--- config.mk ---
export PLATFORM = sky130hd
export DESIGN_NAME = sdram_arbiter_flat
export DESIGN_NICKNAME = d
export VERILOG_FILES = /design/src/rtl/sdram_arbiter_if.sv /design/src/rtl/sdram_arbiter.sv /design/src/flat_wrapper.sv
export SDC_FILE = /design/constraint.sdc
export NUM_CORES = 1
export LEC_CHECK = 0
export BUFFER_PORTS_ARGS = -buffer_cell sky130_fd_sc_hd__buf_4
export CAP_MARGIN = 0
export CORE_ASPECT_RATIO = 1.25
export CORE_MARGIN = 2
export CORE_UTILIZATION = 40
export DETAILED_ROUTE_END_ITERATION = 6
export PLACE_DENSITY_LB_ADDON = 0.25
export SKIP_LAST_GASP = 1
export SYNTH_ARGS = -nofsm -noshare
export SYNTH_HDL_FRONTEND = slang
export SYNTH_SLANG_ARGS = --single-unit
--- constraint.sdc ---
create_clock -name clk_100m -period 4.8 [get_ports clk_100m]
set_clock_uncertainty 0.05 [all_clocks]
set_input_delay 0.24 -clock clk_100m [delete_from_list [all_inputs] [get_ports clk_100m]]
set_output_delay 0.24 -clock clk_100m [all_outputs]
set_load 0.02 [all_outputs]
--- src/rtl/sdram_arbiter_if.sv ---
// rtl/sdram_arbiter_if.sv - client and SDRAM-controller signal bundle for sdram_arbiter
interface sdram_arbiter_if;
    logic [1:0]  cli_req;
    logic [1:0]  cli_we;
    logic [47:0] cli_addr;
    logic [17:0] cli_len;
    logic [31:0] cli_wdata;
    logic [1:0]  cli_ack;
    logic [1:0]  cli_done;
    logic [15:0] cli_rdata;

    logic        sdram_wr_req;
    logic        sdram_rd_req;
    logic [23:0] sdram_wr_addr;
    logic [23:0] sdram_rd_addr;
    logic [8:0]  sdwr_bytes;
    logic [8:0]  sdrd_bytes;
    logic [15:0] sdram_wr_data;
    logic        sdram_wr_ack;
    logic        sdram_rd_ack;
    logic [15:0] sdram_rd_data;
    logic        sdram_init_done;
    logic        sdram_busy;

    // Arbiter side
    modport master (
        input  cli_req, cli_we, cli_addr, cli_len, cli_wdata,
        output cli_ack, cli_done, cli_rdata,
        output sdram_wr_req, sdram_rd_req, sdram_wr_addr, sdram_rd_addr,
        output sdwr_bytes, sdrd_bytes, sdram_wr_data,
        input  sdram_wr_ack, sdram_rd_ack, sdram_rd_data, sdram_init_done, sdram_busy
    );

    // Clients plus controller side
    modport slave (
        output cli_req, cli_we, cli_addr, cli_len, cli_wdata,
        input  cli_ack, cli_done, cli_rdata,
        input  sdram_wr_req, sdram_rd_req, sdram_wr_addr, sdram_rd_addr,
        input  sdwr_bytes, sdrd_bytes, sdram_wr_data,
        output sdram_wr_ack, sdram_rd_ack, sdram_rd_data, sdram_init_done, sdram_busy
    );
endinterface

--- src/rtl/sdram_arbiter.sv ---
// rtl/sdram_arbiter.sv - two-port SDRAM burst arbiter, round-robin by default
// Define SDRAM_ARB_FIXED_PRIO_EN to make port 0 win every simultaneous request.
module sdram_arbiter #(
    parameter int NPORT = 2
) (
    input  logic           clk_100m,
    input  logic           rst_n,
    sdram_arbiter_if.master bus
);
    typedef enum logic [1:0] {IDLE, REQ, XFER, DONE} state_t;

    state_t           state;
    logic             grant;
    logic             last_grant;
    logic             we_l;
    logic [23:0]      addr_l;
    logic [8:0]       len_l;
    logic [8:0]       cnt;
    logic             wr_req;
    logic             rd_req;
    logic [NPORT-1:0] done;

    logic             active;
    logic             hit;
    logic             win;
    logic [8:0]       win_len;
    logic [8:0]       cnt_next;

    assign active   = (state == REQ) || (state == XFER);
    // Only the ack matching the latched direction counts as a word.
    assign hit      = active && (we_l ? bus.sdram_wr_ack : bus.sdram_rd_ack);
    assign cnt_next = cnt + 9'd1;

    always_comb begin
        win = 1'b0;
`ifdef SDRAM_ARB_FIXED_PRIO_EN
        win = bus.cli_req[0] ? 1'b0 : 1'b1;
`else
        win = bus.cli_req[~last_grant] ? ~last_grant : last_grant;
`endif
    end

    assign win_len = win ? bus.cli_len[17:9] : bus.cli_len[8:0];

    always_ff @(posedge clk_100m or negedge rst_n) begin
        if (!rst_n) begin
            state      <= IDLE;
            grant      <= 1'b0;
            last_grant <= 1'b1;
            we_l       <= 1'b0;
            addr_l     <= '0;
            len_l      <= '0;
            cnt        <= '0;
            wr_req     <= 1'b0;
            rd_req     <= 1'b0;
            done       <= '0;
        end else begin
            case (state)
                IDLE: begin
                    done <= '0;
                    if (bus.sdram_init_done && !bus.sdram_busy && (bus.cli_req != 2'b00)) begin
                        grant  <= win;
                        we_l   <= bus.cli_we[win];
                        addr_l <= win ? bus.cli_addr[47:24] : bus.cli_addr[23:0];
                        len_l  <= (win_len == 9'd0) ? 9'd1 : win_len;
                        cnt    <= '0;
                        wr_req <= bus.cli_we[win];
                        rd_req <= ~bus.cli_we[win];
                        state  <= REQ;
                    end
                end
                REQ, XFER: begin
                    if (hit) begin
                        cnt <= cnt_next;
                        if (cnt_next >= len_l) begin
                            wr_req      <= 1'b0;
                            rd_req      <= 1'b0;
                            done[grant] <= 1'b1;
                            state       <= DONE;
                        end else begin
                            state <= XFER;
                        end
                    end
                end
                DONE: begin
                    done       <= '0;
                    last_grant <= grant;
                    state      <= IDLE;
                end
                default: state <= IDLE;
            endcase
        end
    end

    assign bus.sdram_wr_req  = wr_req;
    assign bus.sdram_rd_req  = rd_req;
    assign bus.sdram_wr_addr = addr_l;
    assign bus.sdram_rd_addr = addr_l;
    assign bus.sdwr_bytes    = len_l;
    assign bus.sdrd_bytes    = len_l;
    assign bus.sdram_wr_data = grant ? bus.cli_wdata[31:16] : bus.cli_wdata[15:0];
    assign bus.cli_rdata     = bus.sdram_rd_data;
    assign bus.cli_ack       = {grant & hit, ~grant & hit};
    assign bus.cli_done      = done;
endmodule

--- src/flat_wrapper.sv ---
// flat-port wrapper written by rule: the top's interface ports become plain ports
module sdram_arbiter_flat 
#(
    parameter int NPORT = 2
)
  (clk_100m, rst_n, bus_cli_req, bus_cli_we, bus_cli_addr, bus_cli_len, bus_cli_wdata, bus_cli_ack, bus_cli_done, bus_cli_rdata, bus_sdram_wr_req, bus_sdram_rd_req, bus_sdram_wr_addr, bus_sdram_rd_addr, bus_sdwr_bytes, bus_sdrd_bytes, bus_sdram_wr_data, bus_sdram_wr_ack, bus_sdram_rd_ack, bus_sdram_rd_data, bus_sdram_init_done, bus_sdram_busy);
  sdram_arbiter_if bus_i ();
  input  logic clk_100m;
  input  logic rst_n;
  input wire logic [$bits(bus_i.cli_req)-1:0] bus_cli_req;
  input wire logic [$bits(bus_i.cli_we)-1:0] bus_cli_we;
  input wire logic [$bits(bus_i.cli_addr)-1:0] bus_cli_addr;
  input wire logic [$bits(bus_i.cli_len)-1:0] bus_cli_len;
  input wire logic [$bits(bus_i.cli_wdata)-1:0] bus_cli_wdata;
  output wire logic [$bits(bus_i.cli_ack)-1:0] bus_cli_ack;
  output wire logic [$bits(bus_i.cli_done)-1:0] bus_cli_done;
  output wire logic [$bits(bus_i.cli_rdata)-1:0] bus_cli_rdata;
  output wire logic [$bits(bus_i.sdram_wr_req)-1:0] bus_sdram_wr_req;
  output wire logic [$bits(bus_i.sdram_rd_req)-1:0] bus_sdram_rd_req;
  output wire logic [$bits(bus_i.sdram_wr_addr)-1:0] bus_sdram_wr_addr;
  output wire logic [$bits(bus_i.sdram_rd_addr)-1:0] bus_sdram_rd_addr;
  output wire logic [$bits(bus_i.sdwr_bytes)-1:0] bus_sdwr_bytes;
  output wire logic [$bits(bus_i.sdrd_bytes)-1:0] bus_sdrd_bytes;
  output wire logic [$bits(bus_i.sdram_wr_data)-1:0] bus_sdram_wr_data;
  input wire logic [$bits(bus_i.sdram_wr_ack)-1:0] bus_sdram_wr_ack;
  input wire logic [$bits(bus_i.sdram_rd_ack)-1:0] bus_sdram_rd_ack;
  input wire logic [$bits(bus_i.sdram_rd_data)-1:0] bus_sdram_rd_data;
  input wire logic [$bits(bus_i.sdram_init_done)-1:0] bus_sdram_init_done;
  input wire logic [$bits(bus_i.sdram_busy)-1:0] bus_sdram_busy;
  assign bus_i.cli_req = bus_cli_req;
  assign bus_i.cli_we = bus_cli_we;
  assign bus_i.cli_addr = bus_cli_addr;
  assign bus_i.cli_len = bus_cli_len;
  assign bus_i.cli_wdata = bus_cli_wdata;
  assign bus_cli_ack = bus_i.cli_ack;
  assign bus_cli_done = bus_i.cli_done;
  assign bus_cli_rdata = bus_i.cli_rdata;
  assign bus_sdram_wr_req = bus_i.sdram_wr_req;
  assign bus_sdram_rd_req = bus_i.sdram_rd_req;
  assign bus_sdram_wr_addr = bus_i.sdram_wr_addr;
  assign bus_sdram_rd_addr = bus_i.sdram_rd_addr;
  assign bus_sdwr_bytes = bus_i.sdwr_bytes;
  assign bus_sdrd_bytes = bus_i.sdrd_bytes;
  assign bus_sdram_wr_data = bus_i.sdram_wr_data;
  assign bus_i.sdram_wr_ack = bus_sdram_wr_ack;
  assign bus_i.sdram_rd_ack = bus_sdram_rd_ack;
  assign bus_i.sdram_rd_data = bus_sdram_rd_data;
  assign bus_i.sdram_init_done = bus_sdram_init_done;
  assign bus_i.sdram_busy = bus_sdram_busy;
  sdram_arbiter #(.NPORT(NPORT)) u_core (.clk_100m(clk_100m), .rst_n(rst_n), .bus(bus_i));
endmodule
Yosys cells after proc, flatten, opt, wreduce, memory -nomap -nowiden
Index checks and enable logic that the tools add are counted.
{"block": "totals", "register_bits": 51, "inputBits": 124, "out_inout_bits": 104, "word_cells": 73}
{"block": "classes", "addsub": 1, "magnitude_cmp": 5, "eq_ne": 6, "muxes": 28, "bitwise": 6, "n_reduce_logical": 17}
{"cell": "two-way mux 9 bit", "n": 4}
{"cell": "two-way mux 24 bit", "n": 1}
{"cell": "one-hot mux 9 bit (2 select lines)", "n": 1}
{"cell": "two-way mux 16 bit", "n": 1}
{"cell": "two-way mux 1 bit", "n": 12}
{"cell": "adder 9 x 1 -> 9 bit, second input constant", "n": 1}
{"cell": ">= comparator 9 bit", "n": 1}
{"cell": "zero test 9 bit", "n": 1}
{"cell": "two-way mux 2 bit", "n": 4}
{"cell": "< comparator 1 x 2 -> 1 bit, second input constant", "n": 3}
{"cell": "!= test 2 x 1 -> 1 bit, second input constant", "n": 3}
{"cell": "one-hot mux 2 bit (3 select lines)", "n": 1}
{"cell": "AND reduction 2 bit", "n": 3}
{"cell": "== test 2 bit, second input constant", "n": 2}
{"cell": "logical AND 1 bit", "n": 4}
{"cell": "one-hot mux 1 bit (2 select lines)", "n": 2}
{"cell": "one-hot mux 2 bit (2 select lines)", "n": 1}
{"cell": "AND reduction 4 bit", "n": 1}
{"cell": "nonzero test 2 bit", "n": 2}
{"cell": "OR reduction 2 bit", "n": 2}
{"cell": "inverter 1 bit", "n": 3}
{"cell": "AND reduction 3 bit", "n": 1}
{"cell": "bitwise AND 1 bit", "n": 2}
{"cell": "== test 2 x 1 -> 1 bit, second input constant", "n": 1}
{"cell": "other kinds (6)", "n": 6}

Logic depth before layout (Yosys ltp)
{"block": "depth", "ltp_word": 9, "depth_mapped": 9}

Worst setup path before layout
No wires, ideal clock.
{"block": "synth_timing", "path_type": "reg-to-reg", "startpoint": "register u_core.cnt[0]", "endpoint": "register u_core.done[0] (netlist: u_core.bus.cli_done[0])", "setup_time_ps": 121, "arrival_time_ps": 2167, "slack_ps": 2462, "stages_incl_launch_ff": 8, "path_buffers": 0, "path_cell_list": "dfrtp_1 > ha_1 > xor2_1 > ha_1 > a211o_1 > a311oi_1 > o211ai_1 > a22o_1"}
{"block": "synth_via", "elab_chain_len": 4}
{"element": "start: declaration", "line_no": "sdram_arbiter.sv:18", "text": "logic [8:0] cnt;"}
{"element": "start signal: assignment", "line_no": "sdram_arbiter.sv:74", "text": "cnt <= cnt_next;"}
{"element": "adder 9 x 1 -> 9 bit", "line_no": "sdram_arbiter.sv:32", "text": "assign cnt_next = cnt + 9'd1;"}
{"element": ">= comparator 9 bit", "line_no": "sdram_arbiter.sv:75", "text": "if (cnt_next >= len_l) begin"}
{"element": "!= test 2 x 1 -> 1 bit (no source line)"}
{"element": "AND reduction 2 bit (no source line)"}
{"element": "end signal: assignment", "line_no": "sdram_arbiter.sv:56", "text": "done <= '0;"}
{"element": "end signal: indexed assignment", "line_no": "sdram_arbiter.sv:78", "text": "done[grant] <= 1'b1;"}
{"element": "end signal: assignment", "line_no": "sdram_arbiter.sv:86", "text": "done <= '0;"}
{"element": "end: declaration", "line_no": "sdram_arbiter.sv:21", "text": "logic [NPORT-1:0] done;"}
Every way passes these cells.
A chain may end at the register's enable or synchronous reset.

Worst setup path after layout
Same ends and word-level chain as after synthesis.

==> reports/results.tsv <==
metric	value	unit
utilization	0.5646	
synth_edf_count	0	
p_leak	2.385	nW
fmax	0.3798	GHz
layout.nets	612	
slew_viol_final	0	
n_antenna_cell	0	
crit_type	flop to flop	
rrSetupSlack	2170	ps
synth_warnings	0	
ant_nets	0	
r2r_end	u_core.bus.cli_done[0]	
min_from	bus_cli_addr[25]	
io_pins	228	
maxCapViolations	0	
drt_iter0_drc	105	
fp.dieH	105.5	microns
irDropWorstVdd	301.9	uV
hold_buffers	1	
grt_overflow_total	0	
min_period_over_period	0.5485	
finalCriticalPeriod	2633	ps
syn_area	3298	sq um
portBuffers	195	
end_kind	flop	
grt_max_degree	71	
start_util	0.4071	
syn_to_final_growth	38.70	%
die_area	8992	sq um
ys_ff_latch	51	
grt.total_usage	0.1933	
setup_viol	0	
num_vias	2891	
tightest_slew	885.5	ps
outcome	finished, final reports clean	
synthArstFlopShare	1.000	
synthCells	337	
antenna_found_initial	0	
htree_levels	2	
drive_gt1_frac	0.4790	
cts-root-buf	clkbuf_8	
core-area	8102	sq um
wire_per_inst	15.54	microns
cts_sinks	51	
power.density	613.0	nW/um^2
synth_area_per_cell	9.787	sq um
via_per_inst	5.045	
rows	37	
use_met3	0.04229	
hold_viol_final	0	
cts_setup_buffers	0	
power	2.804	mW
die_x	85.22	microns
first_global_vias	2865	
gp_congestion	0.8751	
place_hpwl	7057	microns
timing.slew.headroom	0.4052	
drc	0	
clock_path_buffers	2	
synth_cell_types	42	
synth_nets	473	
grt_setup_unrepaired	false	
worstHoldPathCells	3	
reg2reg_depth	7	
cp-start-kind	flop	
synth_top_flop_cell	dfrtp_1	
cts_tree	yes	
cts_resized	0	
insertion_delay	300	ps
hold_end	u_core.bus.sdram_rd_addr[1]	
hp-class	primary input to flop	
crit_arrival	2780	ps
grt_busiest_layer	met2	
r2r_start	u_core.cnt[0]	
required	4950	ps
drt_pass1_iterations	4	
totalNegativeSetupSlack	0	ps
grt_pass1_wl	14060	microns
synth_seq_area_share	0.3873	
wl	8903	microns
grt.met2_usage	0.3432	
numCtsBuffers	5	
clkTransAtPathRegs	90	ps
crit_fanout	6	
grt_use_met1	0.2297	
## power breakdown
part	switching [mW]	leakage (nW)	total [mW]	internal, mW
clock network	0.140	0.0502	0.293	0.153
registers	0.197	0.645	0.804	0.607
logic	0.932	1.69	1.71	0.775
total	1.27	2.38	2.80	1.53
## cells by family after synthesis
group / Yosys count / share of synthesized area
muxes: 54 / 0.1726
buffers and inverters: 79 / 0.1517
AOI/OAI and AO/OA: 67 / 0.1305
adders and majority gates: 12 / 0.04552
xor gates and xnor gates: 6 / 0.01593
DFF: 51 / 0.3873
and+or+nand+nor: 68 / 0.09636
## flip-flops by register name, summed over array words and instances, names as in the netlist
register	cells
u_core.bus.cli_done	2
u_core.grant	1
u_core.bus.sdram_rd_req	1
u_core.cnt	9
u_core.bus.sdrd_bytes	9
u_core.last_grant	1
u_core.we_l	1
u_core.bus.sdram_wr_req	1
u_core.state	2
u_core.bus.sdram_rd_addr	24
## how the worst max path moves through the flow
stage / start / to
finish: u_core.cnt[0] / u_core.bus.cli_done[0]
global placement: u_core.cnt[0] / u_core.bus.cli_done[0]
floorplan: u_core.cnt[0] / u_core.bus.cli_done[0]
CTS: u_core.cnt[0] / u_core.bus.cli_done[0]
detailed placement: u_core.cnt[0] / u_core.bus.cli_done[0]
global route: u_core.cnt[0] / u_core.bus.cli_done[0]
## layout make-up
class / count / area, sq um
Inverter: 13 / 48.80
Tap cell: 97 / 121.4
Multi-Input combinational cell: 207 / 1531
Clock buffer: 5 / 68.82
Clock inverter: 2 / 37.54
Sequential cell: 51 / 1277
Fill cell: 726 / 3527
Timing Repair Buffer: 198 / 1489
## layout by cell type, fill, tap and decap left out, types with 2 or more instances in the layout
cell type	netlist	layout
buf_4	49	197
dfrtp_1	50	50
nand2_1	41	41
o21ai_0	37	36
mux2i_1	34	34
mux2_2	19	19
inv_1	13	13
ha_1	12	12
a22o_1	8	8
nor2_1	5	5
clkbuf_8	0	5
nand3_1	4	4
xnor2_1	4	4
o211ai_1	4	4
nor4_1	4	4
xor2_1	2	2
and4_1	2	2
nand4_1	2	2
and2_1	2	2
nor3_1	2	2
nand2b_1	2	2
a211o_1	2	2
o2bb2ai_1	2	2
a21oi_1	2	2
o31ai_1	2	2
o2111ai_1	2	2
## synthesized netlist by cell type, types with 2 or more instances
master	count	area, sq um
ha_1	12	150.1
a21oi_1	2	10.01
nor3_1	2	10.01
inv_1	13	48.80
o21ai_0	37	185.2
o31ai_1	2	15.01
o2111ai_1	2	17.52
nand2b_1	2	12.51
mux2i_1	34	340.3
a211o_1	2	17.52
nor4_1	4	25.02
xnor2_1	4	35.03
o211ai_1	4	30.03
mux2_2	19	214.0
and4_1	2	17.52
buf_2	4	20.02
nand2_1	41	153.9
clkbuf_1	11	41.29
a22o_1	8	70.07
nor2_1	5	18.77
and2_1	2	12.51
buf_4	49	367.9
buf_6	2	22.52
nand4_1	2	12.51
dfrtp_1	50	1251
o2bb2ai_1	2	17.52
xor2_1	2	17.52
nand3_1	4	20.02
## per-stage QoR
stage          worst slack [ps]  area, sq um  instances  hold slack (ps)
2_1_floorplan              2462         3298        337           -105.6
3_3_place_gp               2227         4458        565            261.1
3_5_place_dp               2157         4458        565            265.0
4_1_cts                    2134         4574        573            157.9
5_1_grt                    1907         4574        573            168.6
6_report                   2167         4574        573            165.7
## per-layer routing
metal / share of wire / vias up / wire [microns]
met5: 0 / - / 0
met4: 0.024 / 0 / 216
met3: 0.057 / 23 / 510
met2: 0.54 / 103 / 4772
met1: 0.38 / 1351 / 3404
li1: - / 1414 / -
## worst max-delay path, cell delays in order (launching register included)
cell      delay, ps
dfrtp_1         460
ha_1            290
xor2_1          230
ha_1            280
a211o_1         300
a311oi_1        460
o211ai_1        220
a22o_1          250
No activity file was read; power rests on OpenSTA's default activity.
